File: src/rtl/doc_uart_sender.sv
// Streams the whole text document out of the second RAM read port as 8N1 UART bytes,
// with a line feed after every row. Pulses done at the end so the editor can clear the document.
// One registered-tx cycle of lag; each frame takes 10*DIV+1 cycles; send is edge-triggered and ignored while busy.
module doc_uart_sender #(
   parameter int CLK_HZ    = 25000000,
   parameter int BAUD      = 115200,
   parameter int DOC_DEPTH = 512,
   parameter int ROW_LEN   = 32,
   parameter int ADDR_W    = 10
) (
   input  logic              clk,
   input  logic              rst,
   input  logic              send,
   input  logic [7:0]        rd_data,
   output logic [ADDR_W-1:0] rd_addr,
   output logic              read_enable,
   output logic              done,
   output logic              busy,
   output logic              tx
);

   localparam int DIV   = (CLK_HZ + BAUD / 2) / BAUD;
   localparam int CNT_W = (DIV > 1) ? $clog2(DIV) : 1;
   localparam int COL_W = (ROW_LEN > 1) ? $clog2(ROW_LEN) : 1;

   localparam logic [CNT_W-1:0]  CNT_LAST  = CNT_W'(DIV - 1);
   localparam logic [COL_W-1:0]  COL_LAST  = COL_W'(ROW_LEN - 1);
   localparam logic [ADDR_W-1:0] ADDR_LAST = ADDR_W'(DOC_DEPTH - 1);

   localparam logic [3:0] IDLE     = 4'd0;
   localparam logic [3:0] FETCH    = 4'd1;
   localparam logic [3:0] START    = 4'd2;
   localparam logic [3:0] DATA     = 4'd3;
   localparam logic [3:0] STOP     = 4'd4;
   localparam logic [3:0] LF_START = 4'd5;
   localparam logic [3:0] LF_DATA  = 4'd6;
   localparam logic [3:0] LF_STOP  = 4'd7;
   localparam logic [3:0] DONE     = 4'd8;

   logic [3:0]       state;
   logic             send_q;
   logic [CNT_W-1:0] baud_cnt;
   logic [2:0]       bit_idx;
   logic [COL_W-1:0] column;
   logic [7:0]       shift;
   logic             lf_gap;   // spacer cycle before a line feed, playing the role FETCH plays for characters
   logic             baud_tick;

   assign baud_tick = (baud_cnt == CNT_LAST);

   // busy covers the accepted request through the done cycle itself
   assign busy = (state != IDLE) | done;

   // Main sequencer: request edge detect, document walk, frame bit timing
   always_ff @(posedge clk) begin
      if (rst) begin
         state       <= IDLE;
         send_q      <= 1'b0;
         baud_cnt    <= '0;
         bit_idx     <= 3'd0;
         column      <= '0;
         shift       <= 8'hFF;
         lf_gap      <= 1'b0;
         rd_addr     <= '0;
         read_enable <= 1'b0;
         done        <= 1'b0;
      end else begin
         send_q <= send;
         done   <= 1'b0;
         case (state)
            IDLE: begin
               if (send & ~send_q) begin
                  rd_addr     <= '0;
                  column      <= '0;
                  read_enable <= 1'b1;
                  state       <= FETCH;
               end
            end
            FETCH: begin
               // NUL cells are blank on screen, so they go out as spaces
               shift    <= (rd_data == 8'h00) ? 8'h20 : rd_data;
               baud_cnt <= '0;
               bit_idx  <= 3'd0;
               state    <= START;
            end
            START: begin
               if (baud_tick) begin
                  baud_cnt <= '0;
                  state    <= DATA;
               end else begin
                  baud_cnt <= baud_cnt + 1'b1;
               end
            end
            LF_START: begin
               if (lf_gap) begin
                  lf_gap <= 1'b0;
               end else if (baud_tick) begin
                  baud_cnt <= '0;
                  state    <= LF_DATA;
               end else begin
                  baud_cnt <= baud_cnt + 1'b1;
               end
            end
            DATA, LF_DATA: begin
               if (baud_tick) begin
                  baud_cnt <= '0;
                  if (bit_idx == 3'd7) begin
                     bit_idx <= 3'd0;
                     state   <= (state == DATA) ? STOP : LF_STOP;
                  end else begin
                     bit_idx <= bit_idx + 1'b1;
                  end
               end else begin
                  baud_cnt <= baud_cnt + 1'b1;
               end
            end
            STOP: begin
               if (baud_tick) begin
                  baud_cnt <= '0;
                  if (column == COL_LAST) begin
                     column <= '0;
                     shift  <= 8'h0A;
                     lf_gap <= 1'b1;
                     state  <= LF_START;
                  end else if (rd_addr == ADDR_LAST) begin
                     state <= DONE;
                  end else begin
                     rd_addr <= rd_addr + 1'b1;
                     column  <= column + 1'b1;
                     state   <= FETCH;
                  end
               end else begin
                  baud_cnt <= baud_cnt + 1'b1;
               end
            end
            LF_STOP: begin
               if (baud_tick) begin
                  baud_cnt <= '0;
                  if (rd_addr == ADDR_LAST) begin
                     state <= DONE;
                  end else begin
                     rd_addr <= rd_addr + 1'b1;
                     state   <= FETCH;
                  end
               end else begin
                  baud_cnt <= baud_cnt + 1'b1;
               end
            end
            DONE: begin
               done        <= 1'b1;
               read_enable <= 1'b0;
               rd_addr     <= '0;
               state       <= IDLE;
            end
            default: state <= IDLE;
         endcase
      end
   end

   // Registered TX line driven from the current state, idle high
   always_ff @(posedge clk) begin
      if (rst) begin
         tx <= 1'b1;
      end else begin
         case (state)
            START:         tx <= 1'b0;
            LF_START:      tx <= lf_gap;
            DATA, LF_DATA: tx <= shift[bit_idx];
            default:       tx <= 1'b1;
         endcase
      end
   end

endmodule
File: config.mk
export PLATFORM = sky130hd
export DESIGN_NAME = doc_uart_sender
export DESIGN_NICKNAME = d
export VERILOG_FILES = /design/src/rtl/doc_uart_sender.sv
export SDC_FILE = /design/constraint.sdc
export NUM_CORES = 1
export LEC_CHECK = 0
export CORE_MARGIN = 2
export CORE_UTILIZATION = 55
export CTS_CLUSTER_SIZE = 16
export DETAILED_ROUTE_END_ITERATION = 7
export HOLD_SLACK_MARGIN = 0.15
export PLACE_DENSITY = 0.78
export SLEW_MARGIN = 40
export SYNTH_ARGS = -nofsm -noshare
export SYNTH_HDL_FRONTEND = slang
export SYNTH_SLANG_ARGS = --single-unit
File: constraint.sdc
create_clock -name clk -period 3.6 [get_ports clk]
set_clock_uncertainty 0.2 [all_clocks]
set_input_delay 0.36 -clock clk [delete_from_list [all_inputs] [get_ports clk]]
set_output_delay 0.36 -clock clk [all_outputs]
set_load 0.02 [all_outputs]
==> results of run 1 <==
## layer usage
layer / vias up / routed length [µm] / GRT usage
met2: 72 / 2440 / 0.368
li1: 1090 / - / -
met4: 0 / 89 / 0.0812
met3: 9 / 348 / 0.0451
met1: 1026 / 2520 / 0.307
met5: - / 0 / 0
## final cells by class
cell class | count | area share
Clock buffer | 7 | 0.0282
Clock inverter | 1 | 0.00185
Inverter | 9 | 0.0125
Tap cell | 50 | 0.0231
Multi-Input combinational cell | 221 | 0.522
Sequential cell | 43 | 0.318
Timing Repair Buffer | 26 | 0.0943
## power breakdown
part	total (µW)	leakage (µW)	switching (µW)	internal, µW
Combinational	483	0.000503	277	206
Clock	294	0.0000422	158	136
Sequential	608	0.000349	79.7	528
Total	1390	0.000894	515	870
## flip-flops by register name (all words and copies together) (netlist names)
register and flops:
rd_addr 10, tx 1, column 5, lf_gap 1, done 1, send_q 1, shift 8, baud_cnt 8
bit_idx 3, read_enable 1, state 4
## cell usage after synthesis, types with 5 or more instances
library cell	number	area, µm²
dfxtp_1	43	861
nor2_1	29	109
nand2_1	24	90.1
a21oi_1	20	100
o21ai_0	17	85.1
nand3_1	12	60.1
nor3_1	12	60.1
nor2b_1	11	68.8
clkbuf_1	9	33.8
inv_1	9	33.8
ha_1	7	87.6
xnor2_1	7	61.3
a221o_1	6	60.1
nor4_1	6	37.5
or2_2	6	37.5
or4_1	5	37.5
## kinds of logic after synthesis
group                      count (synthesis)  synth area share
and+or+nand+nor                          129             0.297
AOI/OAI and AO/OA                         72             0.200
DFF                                       43             0.363
buffers and inverters                     22            0.0417
xor gates and xnor gates                   8            0.0295
adders and majority gates                  7            0.0369
muxes                                      5            0.0316
## metrics by stage
stage / worst slack [ns] / hold slack, ns / instance area [µm²] / std cells / util
finish: 0.741 / 0.275 / 2710 / 357 / 0.662
global route: 0.624 / 0.298 / 2710 / 357 / 0.662
CTS: 0.751 / 0.274 / 2710 / 357 / 0.662
detailed placement: 0.767 / 0.256 / 2630 / 349 / 0.642
global placement: 0.863 / 0.248 / 2630 / 349 / 0.642
floorplan: 0.969 / 0.230 / 2370 / 286 / -
## path summary, 6_finish.rpt
kind	depth (start not counted)	slack, ns	to	startpoint
worst max-delay path	8	0.74	rd_addr[6]	column[0]
worst min register to register	1	0.27	shift[5]	shift[5]
worst min-delay path	1	0.27	shift[5]	shift[5]
worst max register to register	8	0.74	rd_addr[6]	column[0]
## critical path, stage by stage, from the launching register on
cell and delay (ns):
dfxtp_1 0.34, ha_1 0.23, and3_1 0.19, ha_1 0.27, or3_4 0.36, a21oi_1 0.15
or4b_1 0.48, or4_1 0.42, a21oi_1 0.17
==> impl_summary.md, run 1 <==
Setup path
At the worst endpoint, the arrival time is between 2 and 3 ns. STA puts the critical path data required time at 3.63 ns. The critical path in this run is classified as reg2reg.

The endpoint type of the worst setup path is a flop. The startpoint kind of the worst setup timing path is a flop. In this run the worst path has a maximum fanout of 8.

Cells and area
The top cell types in the final layout, fill and taps aside, are 43 x dfxtp_1, 29 x nor2_1, 24 x nand2_1, 24 x clkdlybuf4s50_1, 20 x a21oi_1. Of the cells placed in the final design, the portion with a size suffix greater than 1 is 0.0619. Counting the fill cells in the layout gives 359. Compared with the post-synthesis result, the final layout area differs by 14.1%. The antenna cell count is 0. The multi-input combinational cells in the finished layout cover a total of 1410 µm². The register area is 861 µm². At the end of the flow, the number of nets in the layout was 324.

Leaving out fill and tap cells, the most frequent cell in the layout is dfxtp_1.

Floorplan
The initial utilization of the core area, before any placement, comes to 0.581. The floorplan step set the die width to about 70 µm. The number of placement rows is 23. The die covers approximately 5000 µm².

The floorplan step defined a core boundary enclosing 4090 µm². The die is 69.7 µm tall. 25 I/O pins were placed.

Timing
The measured slew at the worst slew-check pin is 0.748 ns. The count of endpoints failing hold in the final timing report is 0. The share of the cycle needed by the critical path after routing is 0.794. Derived from the worst setup path, the maximum achievable clock frequency is 0.350 GHz.

Subtracting the final worst setup slack from the clock period gives 2.86 ns. In this run the tightest slew margin relative to its limit is 0.500. The final count of negative-setup-slack endpoints is 0.

Setup repair after global routing left no endpoint under its margin. The max-slew violation total from the final report was 0. Summed over all failing endpoints, the final setup total negative slack is 0 ns.

Power and ir drop
For this design the static power due to leakage is 0.000894 µW. The worst-case IR drop observed on VDD is 0.468 mV. The sum of internal, switching and leakage power is 1390 µW. For this design the ratio of total power to cell area is 512 nW/µm².

Yosys
In this run, synthesis inferred 0 flip-flops with an integrated enable. The number of different library cells used by synthesis comes to 55. The summed instance area of the synthesized netlist is 2370 µm². The cell count after synthesis came out at around 290. For this run, the register share of the synthesized area comes to 0.363. Counting flops with an async set or reset pin after synthesis yields a share of 0. The Yosys step of the flow raised 0 warnings. The synthesized area per cell is around 8.3 µm².

The total nets after synthesis is 304. Counting flops and latches in the post-synthesis netlist gives 43. Among all flip-flop cells after synthesis, the most frequent one is dfxtp_1.

Global routing
The number of global-route vias before repair came to approximately 2100. For this run, the total global-route usage over all layers was measured as 0.229. The global-route congestion overflow total is 0. The pin count of the biggest net entering global routing is 37.

The initial antenna violation count is 0. The first global-routing pass estimated 9220 µm of wire.

CTS
The number of gates resized after CTS was 0. Clock tree synthesis inserted a total of 5 buffers. Clock tree synthesis found a total of 43 sinks. In this run the clock root is driven by a clkbuf_8.

The TritonCTS clock tree is yes. For the worst-skew pair, the clock arrives at the later sink with an insertion delay of 0.29 ns. The number of hold buffers added after cts is 0.

Buffers added to address setup during post-CTS repair amount to 0. Clock-pin slew was measured on the worst setup and hold paths at roughly 0.08 ns. The H-tree generated during clock tree synthesis spans 2 levels. Counting along the longest clock path gives a buffer depth of 2.

Routing
The first-iteration detailed-routing DRC count is 142. The final route contains approximately 2200 vias. The routed wire length is 5410 µm. The count of unresolved DRC violations after routing is 0. Dividing the detail-routed via count by the number of cells gives 6.15. The count of TritonRoute iterations in the first routing pass is 5. The remaining antenna violation count after routing is 0.

In the final routed layout, each cell accounts on average for 15.1 µm.

Min path
The worst hold path belongs to the class reg2reg.

Run status
The flow ran to the end, and the final reports show no timing, DRC or antenna violations.

Placed design
The final weighted congestion in routability-driven placement is 0.817. The count of buffers inserted at the top-level ports is 24. The final HPWL from detailed placement is 3730 µm.

Job
The max-capacitance violation count is 0.
(Power assumes the default switching activity.)
==> run 2: changes to the inputs <==
==> constraint.sdc (replaced) <==
create_clock -name clk -period 2.75 [get_ports clk]
set_clock_uncertainty 0.2 [all_clocks]
set_input_delay 0.275 -clock clk [delete_from_list [all_inputs] [get_ports clk]]
set_output_delay 0.275 -clock clk [all_outputs]
set_load 0.02 [all_outputs]
==> run 2 against run 1 <==
Maximum frequency is 7.7% higher; routed wire length shrank 1.5%; via count is 0.59% higher; global-route usage is 0.21 points lower; sequential share of layout area decreased by 0.81 points; clock power grew 39%; largest power group unchanged.
==> impl_summary.md, run 2 (synthesis results as in run 1) <==
Timing
The shortest clock period the worst path allows after layout is 2.65 ns (-0.205 ns). The count of endpoints failing hold in the final timing report is 0 (unchanged). The final count of negative-setup-slack endpoints is 0 (unchanged).

The max-slew violation total from the final report is 0 (unchanged). The post-route setup TNS is 0 ns (unchanged). The share of the cycle needed by the critical path after routing is 0.965 (+0.171). The headroom to the max-slew limit was 0.558 (+0.0574).

The achievable clock frequency was 0.377 GHz (+7.7%). The measured slew at the worst slew-check pin is 0.658 ns (-0.0902 ns). Setup repair after global routing left no endpoint under its margin.

Floorplan
The number of placement rows came to 23 (unchanged). The full die area is 4850 µm² (unchanged). The number of placed I/O pins came to 25 (unchanged).

The placeable core region is 4090 µm² (unchanged). The initial standard-cell utilization of the core is 0.581 (unchanged). The horizontal die dimension is 69.7 µm (unchanged).

The die extent in y is 69.7 µm (unchanged).

CTS
The clock buffer count from CTS is 5 (unchanged). The clock latency reported for the late side of the worst-skew pair is 0.30 ns (about the same). The clock root buffer is clkbuf_8. The number of hold buffers added after cts was 0 (unchanged). The clock sink count was 43 (unchanged). TritonCTS built the clock tree. The buffer depth of the longest clock path is 2 (unchanged). The clock slew at the register clock pins of the worst setup and hold paths is 0.08 ns (about the same). The H-tree depth is 2 (unchanged).

Placed design
The count of buffers inserted at the top-level ports came to 24 (unchanged). The number of placed instances, taps included is 356 (+2.0%). The final HPWL from detailed placement is 3770 µm (+0.89%). The area of placed instances is 2680 µm² (+2.0%). The final weighted congestion in routability-driven placement is 0.858 (+5.0%).

Setup path
The number of buffers and inverters on the critical path came to 0 (unchanged). Walking the worst path, the cells encountered are ha_2, and3_1, ha_1, or3_4, a21oi_2, or4b_4, or4_1, a21oi_1. On the critical path the largest part of the delay comes from simple AND/OR/NAND/NOR gates. The maximum single-stage delay on the critical path is 0.47 ns (about the same).

The signal arrival time at the worst endpoint is 2.69 ns (-0.20 ns). The critical path is of the reg2reg type. The path depth of the worst reg2reg path came to 8 (unchanged).

The number of cells on the critical path came to 8 (unchanged). The worst setup path is launched from a flop. The maximum fanout along the worst path is 3 (-5).

The critical path data required time is 2.78 ns (-0.85 ns). STA classifies the critical path endpoint as a flop. The critical-path cell with the highest stage delay is or4b_4.

Global routing
The initial antenna violation count is 0 (unchanged). The number of global-route vias before repair came to 2021 (-2.0%). The global-route wire length before repair is 9080 µm (-1.5%). The pin count of the biggest net entering global routing is 37 (unchanged). The global-route congestion overflow total is 0 (unchanged). The total global routing track utilization came to 0.227 (-0.00209).

Cells and area
In the layout the commonest cells are 41 x dfxtp_1, 29 x nor2_1, 24 x nand2_1, 24 x clkdlybuf4s50_1, 19 x a21oi_1. The area of all placed cells without fillers is 2790 µm² (+2.9%). The most common library cell in the layout ignoring fill and taps is dfxtp_1.

The ratio of cells with drive above 1 in the final layout is 0.105 (+0.0432). The non-filler instance count after layout was 364 (+2.0%). The net count reported at finish is 332 (+2.5%). The fill cell total of the finished layout is 345 (-3.9%). The antenna cell count is 0 (unchanged). The largest registers in the layout are rd_addr (10), baud_cnt (8), shift (8). From synthesis to final layout, the design area changed by 17.4%. Ranked by flip-flop count, first place goes to rd_addr. The number of flip-flops in the largest register is 10 (unchanged).

Routing
The overall via count from detail_route is 2210 (+0.59%). Signal routing reaches up to met4. The remaining antenna violation count after routing was 0 (unchanged). The routed metal-1 wirelength is 2510 µm (-0.36%). The routed wire length is 5320 µm (-1.5%).

The count of TritonRoute iterations in the first routing pass came to 4 (-1). The count of unresolved DRC violations after routing was 0 (unchanged). The mean number of vias per cell came to 6.07 (-1.3%).

The met2 wire length is 2420 µm (-1.0%). The routed length on met3 is 271 µm (-22%). The first-iteration detailed-routing DRC count is 166 (+17%). The final routed wire length divided by cell count is 14.6 µm (-3.4%).

Power and ir drop
The leakage component of the power came to 0.000939 µW (+5.0%). The power per standard cell area is 666 nW/µm² (+30%). The worst supply voltage drop on vdd came to 0.578 mV (+23%).

The sum of internal, switching and leakage power came to 1850 µW (+34%).

Min path
The type of the worst min-delay path is reg2reg. The cell depth of the worst hold path is 2 (+1).

Run status
The flow ran to the end, and the final reports show no timing, DRC or antenna violations.

Job
The max-capacitance violation count came to 0 (unchanged).
[run 2: where the power goes]
part           internal [µW]  total (µW)  switching [µW]
clock network            197         409             212
logic                    290         667             377
registers                692         779            87.1
total                   1180        1850             676
[run 2: path summary, 6_finish.rpt]
kind	startpoint	endpoint	slack (ns)
setup / recovery	column[0]	rd_addr[6]	0.1
hold / removal	column[4]	column[4]	0.27
setup reg to reg	column[0]	rd_addr[6]	0.1
hold reg to reg	column[4]	column[4]	0.27
[run 2: cell type report]
cell class | instances | area [µm²] | area share
Sequential cell | 43 | 863 | 0.310
Clock inverter | 1 | 5.00 | 0.00180
Clock buffer | 6 | 82.6 | 0.0296
Timing Repair Buffer | 34 | 315 | 0.113
Tap cell | 50 | 62.6 | 0.0225
Multi-Input combinational cell | 221 | 1420 | 0.511
Inverter | 9 | 33.8 | 0.0121
[run 2: worst reg2reg max path, stage by stage, from the launching register on]
cell and delay [ns]:
dfxtp_2 0.34, ha_2 0.19, and3_1 0.18, ha_1 0.20, or3_4 0.35, a21oi_2 0.12
or4b_4 0.47, or4_1 0.40, a21oi_1 0.14
[run 2: timing repair]
item                                    CTS  global route
buffers inserted                          0             1
endpoints found under the setup margin    0             4
gates resized for setup                   0             5
[run 2: metrics by stage]
stage	hold WS, ns	setup WS, ns	util
5_1_grt	0.293	0.00643	0.682
3_5_place_dp	0.251	0.0415	0.655
6_report	0.271	0.0957	0.682
4_1_cts	0.271	0.0272	0.677
3_3_place_gp	0.244	0.116	0.655
2_1_floorplan	0.203	0.119	-
[run 2: layer usage]
metal  GRT usage  vias to the layer above
li1            -                     1104
met5           0                        -
met4      0.0962                        0
met2       0.355                       75
met3      0.0349                        9
met1       0.312                     1022
